$ cat src/rtl/bmu_soft_pipe_if.sv
// Symbol-in / metrics-out handshake bundle for the branch metric unit.
// The slave side is the BMU; the master side is the upstream source plus the ACS sink.
interface bmu_soft_pipe_if #(
  parameter int SOFT_W = 3,
  parameter int BM_W   = SOFT_W + 1
);
  logic                  in_valid;
  logic                  in_ready;
  logic [2*SOFT_W-1:0]   in_sym;
  logic                  out_valid;
  logic                  out_ready;
  logic [BM_W-1:0]       bm00;
  logic [BM_W-1:0]       bm01;
  logic [BM_W-1:0]       bm10;
  logic [BM_W-1:0]       bm11;
  logic [1:0]            out_erase;

  modport master (
    output in_valid, in_sym, out_ready,
    input  in_ready, out_valid, bm00, bm01, bm10, bm11, out_erase
  );

  modport slave (
    input  in_valid, in_sym, out_ready,
    output in_ready, out_valid, bm00, bm01, bm10, bm11, out_erase
  );
endinterface

$ cat src/rtl/bmu_soft_pipe.sv
// Soft/hard branch metric unit with programmable puncturing for a rate-1/2 Viterbi decoder.
// Stage 1 captures symbol, erase mask and mode; stage 2 registers the four branch metrics.
module bmu_soft_pipe #(
  parameter int SOFT_W   = 3,
  parameter int BM_W     = SOFT_W + 1,
  parameter int PUNC_MAX = 4,
  parameter int PL_W     = 3
) (
  input  logic                  clk,
  input  logic                  rst,
  input  logic                  mode_soft,
  input  logic                  punc_en,
  input  logic [2*PUNC_MAX-1:0] punc_pattern,
  input  logic [PL_W-1:0]       punc_len,
  input  logic                  frame_start,
  bmu_soft_pipe_if.slave        bus
);
  localparam int PH_W = (PUNC_MAX > 1) ? $clog2(PUNC_MAX) : 1;
  localparam logic [SOFT_W-1:0] X_MAX = '1;

  logic                  s1_valid_q;
  logic [2*SOFT_W-1:0]   s1_sym_q;
  logic [1:0]            s1_erase_q;
  logic                  s1_soft_q;
  logic                  s2_valid_q;
  logic [BM_W-1:0]       bm00_q, bm01_q, bm10_q, bm11_q;
  logic [BM_W-1:0]       bm00_d, bm01_d, bm10_d, bm11_d;
  logic [1:0]            s2_erase_q;
  logic [PH_W-1:0]       phase_q, phase_d;

  logic                  adv;
  logic                  accept;
  logic [PL_W-1:0]       len_eff;
  logic [PH_W-1:0]       sym_phase;
  logic [PL_W-1:0]       phase_inc;
  logic [2*PUNC_MAX-1:0] pat_shift;
  logic [1:0]            erase_d;

  assign adv    = !s2_valid_q || bus.out_ready;
  assign accept = bus.in_valid && adv;

  // Out-of-range periods are folded into 1..PUNC_MAX so the phase always wraps.
  always_comb begin
    len_eff = punc_len;
    if (punc_len == '0) begin
      len_eff = PL_W'(1);
    end else if (punc_len > PL_W'(PUNC_MAX)) begin
      len_eff = PL_W'(PUNC_MAX);
    end
  end

  assign sym_phase = frame_start ? '0 : phase_q;
  assign phase_inc = PL_W'(sym_phase) + PL_W'(1);
  assign pat_shift = punc_pattern >> {sym_phase, 1'b0};
  assign erase_d   = punc_en ? ~pat_shift[1:0] : 2'b00;

  always_comb begin
    phase_d = phase_q;
    if (accept) begin
      phase_d = (phase_inc >= len_eff) ? '0 : PH_W'(phase_inc);
    end else if (frame_start) begin
      phase_d = '0;
    end
  end

  // Per-bit distances to expected 0 and 1; an erased bit contributes nothing.
  for (genvar gi = 0; gi < 2; gi++) begin : g_bit
    logic [SOFT_W-1:0] x;
    logic [BM_W-1:0]   dist0;
    logic [BM_W-1:0]   dist1;

    assign x = s1_sym_q[gi*SOFT_W +: SOFT_W];

    always_comb begin
      dist0 = '0;
      dist1 = '0;
      if (!s1_erase_q[gi]) begin
        if (s1_soft_q) begin
          dist0 = BM_W'(x);
          dist1 = BM_W'(X_MAX - x);
        end else begin
          dist0 = BM_W'(x[SOFT_W-1]);
          dist1 = BM_W'(!x[SOFT_W-1]);
        end
      end
    end
  end

  // Index 1 is c1 (first codeword bit), index 0 is c0.
  assign bm00_d = g_bit[1].dist0 + g_bit[0].dist0;
  assign bm01_d = g_bit[1].dist0 + g_bit[0].dist1;
  assign bm10_d = g_bit[1].dist1 + g_bit[0].dist0;
  assign bm11_d = g_bit[1].dist1 + g_bit[0].dist1;

  always_ff @(posedge clk) begin
    if (rst) begin
      phase_q    <= '0;
      s1_valid_q <= 1'b0;
      s1_sym_q   <= '0;
      s1_erase_q <= '0;
      s1_soft_q  <= 1'b0;
      s2_valid_q <= 1'b0;
      bm00_q     <= '0;
      bm01_q     <= '0;
      bm10_q     <= '0;
      bm11_q     <= '0;
      s2_erase_q <= '0;
    end else begin
      phase_q <= phase_d;
      if (adv) begin
        s1_valid_q <= bus.in_valid;
        s1_sym_q   <= bus.in_sym;
        s1_erase_q <= erase_d;
        s1_soft_q  <= mode_soft;
        s2_valid_q <= s1_valid_q;
        bm00_q     <= bm00_d;
        bm01_q     <= bm01_d;
        bm10_q     <= bm10_d;
        bm11_q     <= bm11_d;
        s2_erase_q <= s1_erase_q;
      end
    end
  end

  assign bus.in_ready  = adv;
  assign bus.out_valid = s2_valid_q;
  assign bus.bm00      = bm00_q;
  assign bus.bm01      = bm01_q;
  assign bus.bm10      = bm10_q;
  assign bus.bm11      = bm11_q;
  assign bus.out_erase = s2_erase_q;
endmodule
$ cat src/flat_wrapper.sv
// flat-port wrapper written by rule: the top's interface ports become plain ports
module bmu_soft_pipe_flat 
#(
  parameter int SOFT_W   = 3,
  parameter int BM_W     = SOFT_W + 1,
  parameter int PUNC_MAX = 4,
  parameter int PL_W     = 3
)
  (clk, rst, mode_soft, punc_en, punc_pattern, punc_len, frame_start, bus_in_valid, bus_in_sym, bus_out_ready, bus_in_ready, bus_out_valid, bus_bm00, bus_bm01, bus_bm10, bus_bm11, bus_out_erase);
  bmu_soft_pipe_if #(.SOFT_W(SOFT_W), .BM_W(BM_W)) bus_i ();
  input  logic clk;
  input  logic rst;
  input  logic mode_soft;
  input  logic punc_en;
  input  logic [2*PUNC_MAX-1:0] punc_pattern;
  input  logic [PL_W-1:0] punc_len;
  input  logic frame_start;
  input wire logic [$bits(bus_i.in_valid)-1:0] bus_in_valid;
  input wire logic [$bits(bus_i.in_sym)-1:0] bus_in_sym;
  input wire logic [$bits(bus_i.out_ready)-1:0] bus_out_ready;
  output wire logic [$bits(bus_i.in_ready)-1:0] bus_in_ready;
  output wire logic [$bits(bus_i.out_valid)-1:0] bus_out_valid;
  output wire logic [$bits(bus_i.bm00)-1:0] bus_bm00;
  output wire logic [$bits(bus_i.bm01)-1:0] bus_bm01;
  output wire logic [$bits(bus_i.bm10)-1:0] bus_bm10;
  output wire logic [$bits(bus_i.bm11)-1:0] bus_bm11;
  output wire logic [$bits(bus_i.out_erase)-1:0] bus_out_erase;
  assign bus_i.in_valid = bus_in_valid;
  assign bus_i.in_sym = bus_in_sym;
  assign bus_i.out_ready = bus_out_ready;
  assign bus_in_ready = bus_i.in_ready;
  assign bus_out_valid = bus_i.out_valid;
  assign bus_bm00 = bus_i.bm00;
  assign bus_bm01 = bus_i.bm01;
  assign bus_bm10 = bus_i.bm10;
  assign bus_bm11 = bus_i.bm11;
  assign bus_out_erase = bus_i.out_erase;
  bmu_soft_pipe #(.SOFT_W(SOFT_W), .BM_W(BM_W), .PUNC_MAX(PUNC_MAX), .PL_W(PL_W)) u_core (.clk(clk), .rst(rst), .mode_soft(mode_soft), .punc_en(punc_en), .punc_pattern(punc_pattern), .punc_len(punc_len), .frame_start(frame_start), .bus(bus_i));
endmodule
$ cat config.mk
export PLATFORM = sky130hd
export DESIGN_NAME = bmu_soft_pipe_flat
export DESIGN_NICKNAME = d
export VERILOG_FILES = /design/src/rtl/bmu_soft_pipe_if.sv /design/src/rtl/bmu_soft_pipe.sv /design/src/flat_wrapper.sv
export SDC_FILE = /design/constraint.sdc
export NUM_CORES = 1
export LEC_CHECK = 0
export ABC_AREA = 1
export CORE_MARGIN = 8
export CORE_UTILIZATION = 35
export CTS_CLUSTER_DIAMETER = 40
export DETAILED_ROUTE_END_ITERATION = 8
export RECOVER_POWER = 50
export SETUP_SLACK_MARGIN = 0.1
export SYNTH_ARGS = -nofsm -noshare
export SYNTH_HDL_FRONTEND = slang
export SYNTH_SLANG_ARGS = --single-unit
$ cat constraint.sdc
create_clock -name clk -period 3.5 [get_ports clk]
set_clock_uncertainty 0.2 [all_clocks]
set_input_delay 0.7 -clock clk [delete_from_list [all_inputs] [get_ports clk]]
set_output_delay 0.7 -clock clk [all_outputs]
set_load 0.05 [all_outputs]
==> impl_metrics.tcl <==
set metrics [dict create \
    fin_crit_sh_pct 77.02 \
    drc 0 \
    track_usage_pct 11.11 \
    n_antenna_cell 0 \
    p_sw_share_pct 32.51 \
    power_frac_comb_pct 28.6 \
    post_dp_cell_area_mm2 0.002188 \
    dieArea_mm2 0.007363 \
    vias 1562 \
    setup_tns_ns 0 \
    busiest_layer "met2" \
    p_switching_mw 0.2957 \
    fin_nets 316 \
    grt_pass1_vias 1514 \
    coreArea_mm2 0.004723 \
    drt_iter0_drc 83 \
    gp_congestion 0.8515 \
    die_w_um 85.81 \
    cp.required_ns 2.60 \
    avgRoutedWirePerCell_um 11.66 \
    area_growth_pct 32.58 \
    syn_inst 230 \
    antenna_found_initial 0 \
    overflow 0 \
    start_util_pct 36.11 \
    syn_area_mm2 0.001705 \
    cts_tree "yes" \
    dr.pass1.iters 4 \
    cts_setup_buffers 0 \
    synth_cell_type_count 16 \
    ff2ff_path_depth 9 \
    setup-violations-final 0 \
    port_buffers 43 \
    root_buffer "clkbuf_8" \
    grt_use_met3_pct 4.011 \
    grt_pass1_wl_mm 6.520 \
    start_kind "primary input" \
    critical_path_class "primary input to output port" \
    gr-usage-met1_pct 12.48 \
    clock_latency_ns 0.28 \
    routed_via_density 4.621 \
    die_h_um 85.81 \
    yosysWarningCount 0 \
    cts_max_path_buffers 2 \
    dp_hpwl_mm 3.010 \
    drv_cap 0 \
    synth_top_flop_cell "dfxtp_1" \
    synth_seq_cells 31 \
    synth_edf_count 0 \
    drv_slew 0 \
    drive_gt1_share_pct 3.690 \
    synth-seq-area-share_pct 36.39 \
    grt_use_met2_pct 18.05 \
    utilization_pct 47.87 \
    max_slew_margin_pct 47.12 \
    crit_path_end_kind "output port" \
    r2r_setup_slack_ns 1.42 \
    yosys.area.top_type_share_pct 36.39 \
    yosys.area.top_type "dfxtp_1" \
    status "finished, final reports clean" \
    rows 25 \
    htree_levels 2 \
    cp.arrival_ns 1.80 \
    p_leak_nw 1.019 \
    rsz0062_at_grt "false" \
    grt_max_degree 29 \
    p_int_mw 0.6139 \
    power_mw 0.9096 \
    seq_power_share_pct 43.9 \
    cts_buffers 5 \
    post-route-min-period_ns 2.696 \
    worst_pin_slew_ns 0.7924 \
    min_path_type "flip-flop to flip-flop" \
    min_to "u_core.s1_sym_q[3]" \
    p_per_area_mw_per_mm2 402.3 \
    design_area_mm2 0.002261 \
    hold_start "u_core.s1_sym_q[3]" \
    hold_violations 0 \
    pwr-share-clk_pct 27.5 \
    async_reset_ff_share_pct 0 \
    reg2reg_from "u_core.s1_soft_q" \
    hold_buffers 0 \
    syn_nets 274 \
    yosys-top-cells-area "dfxtp_1 36%, ha_1 12%, a21oi_1 9.4%, nor2_1 8.6%, o21ai_0 7.0%" \
    clk_pin_slew_worst_paths_ns 0.06 \
    max_freq_mhz 371.0 \
    numClockSinks 31 \
    ios 44 \
    r2r-end "u_core.bus.bm11[2]" \
    holdPathStages 2 \
    syn_avg_cell_area_um2 7.415 \
    ir_worst_vdd_mv 0.2457 \
    ant_nets 0 \
    crit_fanout 11 \
    fillCellCount 483 \
    ctsResizeCount 0 \
    wirelength_mm 3.940 \
]
-- layer usage --
metal	vias up	share of wire (%)
met5	-	0
met4	0	2.0
met3	8	7.1
met2	33	45
met1	697	46
li1	824	-
-- critical path: stages --
cell	delay [ns]
dlygate4sd3_1	0.53
inv_1	0.05
nand2_1	0.25
buf_12	0.26
-- area by class of cell --
type                            count  area [µm²]  share of cell area (%)
Inverter                           33       123.9                   5.479
Timing Repair Buffer               44       447.9                   19.81
Tap cell                           67       83.83                   3.708
Clock buffer                        6       72.57                   3.210
Multi-Input combinational cell    157       912.1                   40.34
Sequential cell                    31       620.6                   27.45
-- state kept, by name (all words and copies together), names as in the netlist --
signal and cells:
u_core.bus.bm11 4, u_core.s1_valid_q 1, u_core.s1_soft_q 1, u_core.bus.bm00 4, u_core.bus.out_erase 2, u_core.bus.bm10 4, u_core.bus.out_valid 1, u_core.bus.bm01 4
u_core.s1_erase_q 2, u_core.s1_sym_q 6, u_core.phase_q 2
-- cells in the mapped netlist (2+ instances only) --
cell,count
nand2_1,22
inv_1,31
inv_2,2
ha_1,16
o21ai_0,24
xor2_1,4
buf_2,6
nand3_1,14
fa_1,4
buf_4,2
nor2_1,39
a21oi_1,32
dfxtp_1,31
-- worst max path at each step --
stage / start / endpoint / slack (ns) / depth (start not counted)
final: bus_out_ready / bus_in_ready / 0.80 / 4
after global routing: bus_out_ready / u_core.s1_erase_q[0] / 0.65 / 7
after CTS: bus_out_ready / bus_in_ready / 0.86 / 4
after detailed placement: frame_start / u_core.phase_q[0] / 0.66 / 11
after global placement: frame_start / u_core.phase_q[1] / 0.71 / 11
after floorplan: bus_out_ready / bus_in_ready / 1.31 / 4
-- cell usage in the layout, fill, tap and decap left out, drive strengths merged --
cell type      instances
nand3                 14
dlygate4sd3            9
dfxtp                 31
clkbuf                 6
o21ai                 24
clkdlybuf4s50         33
inv                   33
xor2                   4
a21oi                 32
nand2                 23
nor2                  40
fa                     4
buf                    2
ha                    16
-- through the flow --
step                setup WS (ns)  std cells  hold WS, ns
global placement           0.7075        332       0.2412
finish                     0.8044        338       0.2524
global route               0.6501        338       0.2802
detailed placement         0.6578        332       0.2477
floorplan                   1.310        230       0.2286
CTS                        0.8561        338       0.2572
-- power groups by stage --
stage	registers, mW	clock network [mW]	logic (mW)
final	0.399	0.250	0.260
after CTS	0.400	0.260	0.266
after floorplan	0.475	0	0.105
after global routing	0.403	0.273	0.286
after detailed placement	0.408	0	0.264
after global placement	0.407	0	0.263
-- kinds of logic (layout without fill, tap and decap cells) --
logic type | Yosys count | after routing | share of synthesized area [%]
simple gates | 77 | 77 | 18.56
compound gates | 56 | 56 | 16.43
buf+inv | 42 | 83 | 10.12
flops | 31 | 31 | 36.39
fa+ha+maj | 20 | 20 | 16.43
xor+xnor | 4 | 4 | 2.054
No activity file was read; power rests on OpenSTA's default activity.
